==> src/rtl/alu_pkg.sv <==
// Shared ALU definitions: op encodings, response-entry layout and the compute function.
package alu_pkg;

    localparam int unsigned ALU_WIDTH = 4;

    localparam logic [1:0] OP_ADD = 2'b00;
    localparam logic [1:0] OP_SUB = 2'b01;
    localparam logic [1:0] OP_AND = 2'b10;
    localparam logic [1:0] OP_OR  = 2'b11;

    typedef struct packed {
        logic [ALU_WIDTH-1:0] ans;
        logic                 carry;
        logic                 zero;
    } rsp_entry_t;

    // Arithmetic runs one bit wider than the operands; the top bit is carry/borrow.
    function automatic rsp_entry_t alu_compute(input logic [ALU_WIDTH-1:0] a,
                                               input logic [ALU_WIDTH-1:0] b,
                                               input logic [1:0]           op);
        logic [ALU_WIDTH:0] wide;
        rsp_entry_t         res;
        unique case (op)
            OP_ADD:  wide = {1'b0, a} + {1'b0, b};
            OP_SUB:  wide = {1'b0, a} - {1'b0, b};
            OP_AND:  wide = {1'b0, a & b};
            default: wide = {1'b0, a | b};
        endcase
        res.ans   = wide[ALU_WIDTH-1:0];
        res.carry = wide[ALU_WIDTH];
        res.zero  = (wide[ALU_WIDTH-1:0] == '0);
        return res;
    endfunction

endpackage

==> src/rtl/alu_rsp_fifo.sv <==
// Generic synchronous FIFO; read data is forced to zero while empty.
module alu_rsp_fifo #(
    parameter int unsigned DataWidth = 6,
    parameter int unsigned Depth     = 4
) (
    input  logic                 clk_i,
    input  logic                 rst_ni,
    input  logic                 push_i,
    input  logic [DataWidth-1:0] wdata_i,
    input  logic                 pop_i,
    output logic [DataWidth-1:0] rdata_o,
    output logic                 full_o,
    output logic                 empty_o
);

    localparam int unsigned PtrW = $clog2(Depth);

    logic [DataWidth-1:0] mem_q [Depth];
    logic [PtrW-1:0]      wptr_q, wptr_d;
    logic [PtrW-1:0]      rptr_q, rptr_d;
    logic [PtrW:0]        count_q, count_d;

    assign full_o  = (count_q == (PtrW+1)'(Depth));
    assign empty_o = (count_q == '0);
    assign rdata_o = empty_o ? '0 : mem_q[rptr_q];

    // Next-state pointers and occupancy; push and pop together leave count unchanged.
    always_comb begin
        wptr_d  = push_i ? wptr_q + PtrW'(1) : wptr_q;
        rptr_d  = pop_i  ? rptr_q + PtrW'(1) : rptr_q;
        count_d = count_q;
        unique case ({push_i, pop_i})
            2'b10:   count_d = count_q + (PtrW+1)'(1);
            2'b01:   count_d = count_q - (PtrW+1)'(1);
            default: count_d = count_q;
        endcase
    end

    // Pointer and occupancy state; reset drops every entry at once.
    always_ff @(posedge clk_i or negedge rst_ni) begin
        if (!rst_ni) begin
            wptr_q  <= '0;
            rptr_q  <= '0;
            count_q <= '0;
        end else begin
            wptr_q  <= wptr_d;
            rptr_q  <= rptr_d;
            count_q <= count_d;
        end
    end

    // Storage needs no reset: reads are masked by empty_o.
    always_ff @(posedge clk_i) begin
        if (push_i) begin
            mem_q[wptr_q] <= wdata_i;
        end
    end

endmodule

==> src/rtl/alu_req_responder.sv <==
// Flow-controlled ALU service: requests are computed on accept and queued as responses.
module alu_req_responder
    import alu_pkg::*;
#(
    // Must match alu_pkg::ALU_WIDTH, which sizes the response entry.
    parameter int unsigned WIDTH = ALU_WIDTH,
    parameter int unsigned DEPTH = 4,
    parameter int unsigned CNTW  = 8
) (
    input  logic             clk,
    input  logic             rst_n,
    input  logic             req_valid,
    output logic             req_ready,
    input  logic [WIDTH-1:0] req_a,
    input  logic [WIDTH-1:0] req_b,
    input  logic [1:0]       req_op,
    output logic             rsp_valid,
    input  logic             rsp_ready,
    output logic [WIDTH-1:0] rsp_ans,
    output logic             rsp_carry,
    output logic             rsp_zero,
    output logic [CNTW-1:0]  op_count,
    output logic             busy
);

    rsp_entry_t      wr_entry;
    rsp_entry_t      rd_entry;
    logic            fifo_full;
    logic            fifo_empty;
    logic            push;
    logic            pop;
    logic [CNTW-1:0] op_count_q, op_count_d;

    // A pop in the same cycle frees a slot, so a full FIFO can still accept.
    always_comb begin
        rsp_valid = !fifo_empty;
        pop       = rsp_valid && rsp_ready;
        req_ready = !fifo_full || pop;
        push      = req_valid && req_ready;
        wr_entry  = alu_compute(req_a, req_b, req_op);
        op_count_d = pop ? op_count_q + CNTW'(1) : op_count_q;
    end

    alu_rsp_fifo #(
        .DataWidth($bits(rsp_entry_t)),
        .Depth    (DEPTH)
    ) u_fifo (
        .clk_i  (clk),
        .rst_ni (rst_n),
        .push_i (push),
        .wdata_i(wr_entry),
        .pop_i  (pop),
        .rdata_o(rd_entry),
        .full_o (fifo_full),
        .empty_o(fifo_empty)
    );

    // Completed-response counter, wraps without saturating.
    always_ff @(posedge clk or negedge rst_n) begin
        if (!rst_n) begin
            op_count_q <= '0;
        end else begin
            op_count_q <= op_count_d;
        end
    end

    assign rsp_ans   = rd_entry.ans;
    assign rsp_carry = rd_entry.carry;
    assign rsp_zero  = rd_entry.zero;
    assign op_count  = op_count_q;
    assign busy      = !fifo_empty;

endmodule

==> config.mk <==
export PLATFORM = sky130hd
export DESIGN_NAME = alu_req_responder
export DESIGN_NICKNAME = d
export VERILOG_FILES = /design/src/rtl/alu_pkg.sv /design/src/rtl/alu_rsp_fifo.sv /design/src/rtl/alu_req_responder.sv
export SDC_FILE = /design/constraint.sdc
export NUM_CORES = 1
export LEC_CHECK = 0
export ABC_AREA = 1
export CAP_MARGIN = 10
export CORE_MARGIN = 4
export CORE_UTILIZATION = 35
export CTS_CLUSTER_DIAMETER = 150
export DETAILED_ROUTE_END_ITERATION = 8
export GPL_TIMING_DRIVEN = 1
export HOLD_SLACK_MARGIN = 0.15
export RECOVER_POWER = 25
export SYNTH_ARGS = -nofsm -noshare
export SYNTH_HDL_FRONTEND = slang
export SYNTH_SLANG_ARGS = --single-unit
==> constraint.sdc <==
create_clock -name clk -period 2.8 [get_ports clk]
set_clock_uncertainty 0.2 [all_clocks]
set_input_delay 0.56 -clock clk [delete_from_list [all_inputs] [get_ports clk]]
set_output_delay 0.56 -clock clk [all_outputs]
set_load 0.05 [all_outputs]
# Yosys cells after proc, flatten, opt, wreduce, memory -nomap -nowiden
# Memory sizes are Yosys's and may differ from the RTL's.
# Index checks and enable logic that the tools add are counted.
classes:
  n_eq_ne: 5
  bitwise_logic: 2
  reduce_logical: 9
  mux: 5
  n_addsub: 7
op_table:
  columns: ["op", "count"]
  rows:
  - ["5-bit one-hot mux with 3 select lines", 1]
  - ["8-bit by 1-bit adder with 8-bit output (second input constant)", 1]
  - ["6-bit 2-to-1 mux", 1]
  - ["3-bit one-hot mux with 2 select lines", 1]
  - ["4-bit by 4-bit adder with 5-bit output", 1]
  - ["4-bit by 4-bit subtractor with 5-bit output", 1]
  - ["2-bit by 1-bit adder with 2-bit output (second input constant)", 2]
  - ["4-bit bitwise AND", 1]
  - ["2-bit by 1-bit equality test with 1-bit output (second input constant)", 2]
  - ["2-bit equality test (second input constant)", 2]
  - ["4-bit logical NOT", 1]
  - ["4-bit bitwise OR", 1]
  - ["3-bit by 1-bit adder with 3-bit output (second input constant)", 1]
  - ["3-bit equality test (second input constant)", 1]
  - ["3-bit logical NOT", 1]
  - ["3-bit by 1-bit subtractor with 3-bit output (second input constant)", 1]
  - ["1-bit logical AND", 2]
  - ["1-bit logical NOT", 2]
  - ["2-bit logical NOT", 1]
  - ["1-bit 2-to-1 mux", 2]
  - ["2-bit nonzero test", 1]
  - ["1-bit logical OR", 1]
totals:
  out_inout_bits: 17
  word_cells: 33
  reg_bits: 15
  input_bits: 14
  mem_bits_rw: 24
  memories: 1
memory_table:
  columns: ["memory", "depth", "width", "rd", "rd_clocked_by_memory_dff", "wr", "line", "source"]
  rows:
  - ["u_fifo.mem_q", 4, 6, 1, 0, 1, "alu_rsp_fifo.sv:18", "logic [DataWidth-1:0] mem_q [Depth];"]

# Depth between registers and ports, before layout
depth:
  word_depth: 7
  mapped_depth: 11
  depth_no_buf: 11

# Hierarchy
# Synthesis repeated with hierarchy kept, for this count alone.
unflattened:
  hier_cells: 261
  hier_area_um2: 2269.7
by_module_without_submodules:
  columns: ["module", "area_each_um2", "cells_per_inst", "instances", "seq_area_each_um2"]
  rows:
  - ["alu_rsp_fifo", 1438.9, 142, 1, 895.9]
  - ["alu_req_responder", 830.8, 119, 1, 200.2]

# Least setup slack after synthesis
# No wires, ideal clock.
synth_path:
  path_kind: "input to register"
  start: "input port rsp_ready"
  end: "register u_fifo.count_q[2]"
  t_arrival_ns: 2.158
  setup_time_ns: 0.131
  setup_slack_ns: 0.311
  n_path_buf: 0
  required_ns: 2.469
  stages: 9
  path_cell_list: "nor2_1 > nand2_1 > nand2_2 > ha_1 > inv_1 > fa_1 > a21oi_1 > o21ai_0 > xor2_1"
synth_via:
  elab_chain_cells: 5
  word_cells_on_any_way: 7
  cone_classes: "eq/ne: 2; mux: 1; reduce/logical: 4"
synth_rtl:
  columns: ["item", "line", "source"]
  rows:
  - ["from (decl)", "alu_req_responder.sv:18", "input logic rsp_ready,"]
  - ["1-bit logical AND *", "alu_req_responder.sv:37", "pop = rsp_valid && rsp_ready;"]
  - ["1-bit logical OR *", "alu_req_responder.sv:38", "req_ready = !fifo_full || pop;"]
  - ["net req_ready", "alu_req_responder.sv:13", "output logic req_ready,"]
  - ["1-bit logical AND *", "alu_req_responder.sv:39", "push = req_valid && req_ready;"]
  - ["2-bit by 1-bit equality test with 1-bit output or 2-bit equality test (tied branches)", "alu_rsp_fifo.sv:32", "unique case ({push_i, pop_i})"]
  - ["3-bit one-hot mux with 2 select lines or 2-bit nonzero test (tied branches)", null, null]
  - ["to (signal assigned)", "alu_rsp_fifo.sv:48", "count_q <= count_d;"]
  - ["to (decl)", "alu_rsp_fifo.sv:21", "logic [PtrW:0] count_q, count_d;"]
# The timed path passes the listed nets; every way through them passes the cells marked *.
# A chain may end at the register's enable or synchronous reset.

# Worst setup path in the final report
layout_path:
  start: "input port req_b[0]"
  end: "memory u_fifo.mem_q[3][0] (data pin)"
layout_via:
  elab_chain_cells: 3
  word_cells_on_any_way: 6
  cone_classes: "add/sub: 2; mux: 1; bitwise: 2; reduce/logical: 1"
layout_rtl:
  columns: ["item", "line", "source"]
  rows:
  - ["from (decl)", "alu_req_responder.sv:15", "input logic [WIDTH-1:0] req_b,"]
  - ["4-bit by 4-bit subtractor with 5-bit output or 4-bit by 4-bit adder with 5-bit output (tied branches)", "alu_pkg.sv:25, alu_pkg.sv:24", null]
  - ["5-bit one-hot mux with 3 select lines *", "alu_pkg.sv:23", "unique case (op)"]
  - ["net u_fifo.wdata_i[5]", "alu_rsp_fifo.sv:9", "input logic [DataWidth-1:0] wdata_i,"]
  - ["4-bit logical NOT *", "alu_pkg.sv:31", "res.zero = (wide[ALU_WIDTH-1:0] == '0);"]
  - ["net u_fifo.wdata_i[0]", "alu_rsp_fifo.sv:9", null]
  - ["to (decl)", "alu_rsp_fifo.sv:18", null]
# Marked as above.

==> results.yml <==
yosys:
  synth-simple-area-share_pct: 21.4
  ys_ff_latch: 39
  synth-compound-area-share_pct: 7.09
  synth_xor_xnor_area_share_pct: 4.03
  seq_area_frac_synth_pct: 50.5
  yosys.area_share.adder_pct: 9.33
  synth_top_family_by_area: "simple AND/OR/NAND/NOR gates"
  syn_nets: 267
  synth_area_per_cell_um2: 9.13
  ys_types: 29
  muxShareOfSynthArea_pct: 0
  yosysWarningCount: 0
  syn_inst: 238
  synthesis.area_um2: 2170
cells_and_area:
  drive_above_1_share_pct: 14.8
  fin_util_pct: 46.9
  register_area_um2: 1100
  area_growth_pct: 28.6
  final_nets: 318
  layout_commonest_cell: "nor2_1"
  final_area_um2: 2790
  fillers: 594
  n_antenna_cell: 0
  layout_common_cells: "nor2_1, inv_1, nand2_1, edfxtp_1"
  multiInputGateArea_um2: 905
timing:
  hold-worst-slack_ns: 0.316
  period_minus_slack_ns: 2.63
  setup_violations: 0
  rsz0062_at_grt: "no"
  worstMarginPinSlew_ns: 0.699
  max_freq_mhz: 380
  maxSlewHeadroom_pct: 53.3
  hold_violations: 0
  finalWorstSetupSlack_ns: 0.170
  slew_viol_final: 0
  fin_crit_sh_pct: 93.9
worst_setup_path:
  cp-end-kind: "register"
  cp.arrival_ns: 2.46
  path_class: "input port to register"
  cp.required_ns: 2.63
  cpMaxStageDelayCell: "clkdlybuf4s50_1"
  path_delay_family: "buffers and inverters"
  path_cells: "clkdlybuf4s50_1 -> inv_1 -> ha_1 -> a21oi_1 -> xor2_1 -> ha_1 -> a21oi_2 -> nand2_1 -> nand2_1 -> nand3_1 -> nand2_1 -> nor2_2"
  crit_top_cell: "nand2_1"
  path_buf_inv: 2
  start_kind: "input port"
  critPathMaxStageDelay_ns: 0.47
  path_max_fanout: 5
clocking:
  htreeDepth: 2
  insertion_delay_ns: 0.28
  cts_made_buffers: 5
  postCtsSetupBuffers: 0
  cts-resized-gates: 0
  clock-sinks: 39
  max-clock-path-buffers: 2
  cts_tree: "built"
  holdBufCountCts: 0
  clkSlewWorstSetupHoldPaths_ns: 0.07
  clockRootBuffer: "clkbuf_8"
global_routing:
  overflow: 0
  grt_usage_pct: 11.5
  grt_max_degree: 16
  grt_pass1_vias: 1458
  grt_pass1_wl_um: 6710
  antenna_found_initial: 0
power:
  peakVddDrop_mv: 0.582
  power_leakage_nw: 1.27
  finalPower_mw: 2.96
  power_density_nw_per_um2: 1060
floorplanning:
  core_area_um2: 5960
  placementRows: 28
  die_area_um2: 7530
  die_h_um: 86.8
  top_level_ports: 31
  die_w_um: 86.8
  start_util_pct: 36.5
place:
  port_buffers: 30
  gp_congestion: 0.794
  hpwl_um: 3140
  placed_cell_area_um2: 2700
  place_worst_setup_slack_ns: -0.226
routing:
  first_pass_iters: 4
  drcViolationCount: 0
  wire_per_inst_um: 11.1
  ant_nets: 0
  drtIter0Drc: 48
  via_per_inst: 4.48
  wirelength_um: 4070
  num_vias: 1637
job:
  max_cap_violations: 0
hold_path:
  hp-class: "register to register"
outcome:
  status: "complete, no violations"
where the power goes:
group	internal [mW]	switching (mW)
clock	0.261	0.183
sequential	0.802	0.147
combinational	0.564	1.00
path summary, 6_finish.rpt:
path                                         from                  to  slack, ns  cells after the start
worst max-delay path                     req_b[0]  u_fifo.mem_q[3][0]       0.17                     12
worst min-delay path                  op_count[2]         op_count[2]       0.32                      1
worst max register to register  u_fifo.count_q[0]   u_fifo.count_q[1]       0.60                      8
worst min register to register        op_count[2]         op_count[2]       0.32                      1
max in group asynchronous                   rst_n         op_count[7]       1.40                      1
min in group asynchronous                   rst_n         op_count[2]       0.56                      1
layout make-up:
type	count	area share [%]
Inverter	37	5.02
Clock inverter	3	1.39
Sequential cell	39	39.2
Multi-Input combinational cell	158	32.4
Clock buffer	5	2.46
Tap cell	75	3.36
Timing Repair Buffer	48	16.2
cell families (layout without fill, tap and decap cells):
logic type | Yosys count | count (layout)
and+or+nand+nor | 103 | 103
buffers and inverters | 41 | 93
DFF | 39 | 39
AOI/OAI and AO/OA | 30 | 30
adders and majority gates | 15 | 15
xor gates and xnor gates | 10 | 10
stage by stage:
step	std cells	TNS (ns)
final	365	0
after global routing	365	0
after CTS	365	0
after detailed placement	357	-2.11
after global placement	357	-1.49
after floorplan	238	0
registers in the layout (all words and copies together), names as in the netlist:
signal and count:
u_fifo.mem_q 24, u_fifo.rptr_q 2, op_count 8, u_fifo.count_q 3, u_fifo.wptr_q 2
cells in the mapped netlist (all sizes together):
| cell | number | area, um2 |
|---|---|---|
| a31oi | 1 | 6.26 |
| inv | 37 | 141 |
| nand4 | 3 | 18.8 |
| edfxtp | 24 | 721 |
| o21bai | 1 | 7.51 |
| clkbuf | 1 | 5.00 |
| nor3 | 1 | 5.00 |
| fa | 2 | 40.0 |
| nand3 | 9 | 45.0 |
| nand3b | 2 | 15.0 |
| xor2 | 8 | 70.1 |
| nor2 | 50 | 208 |
| o21ai | 16 | 80.1 |
| nand2 | 37 | 168 |
| a21oi | 12 | 60.1 |
| ha | 13 | 163 |
| dfrtp | 15 | 375 |
| or2 | 1 | 6.26 |
| buf | 3 | 20.0 |
| xnor2 | 2 | 17.5 |
worst reg2reg max path, stage by stage, from the launching register on:
cell and delay (ns):
dfrtp_1 0.42, nor2_2 0.18, nand2_4 0.10, nand2_8 0.07, clkinvlp_2 0.22, ha_1 0.26
inv_1 0.10, fa_1 0.42, o21ai_0 0.16
per-layer routing:
layer | global-route usage [%] | vias to the layer above | wire [um] | share of wire (%)
met5 | 0 | - | 0 | 0
met4 | 3.82 | 0 | 57 | 1.4
met3 | 2.66 | 4 | 127 | 3.1
met2 | 19.3 | 22 | 1980 | 49
met1 | 14.5 | 749 | 1900 | 47
li1 | - | 862 | - | -
(Power assumes the default switching activity.)
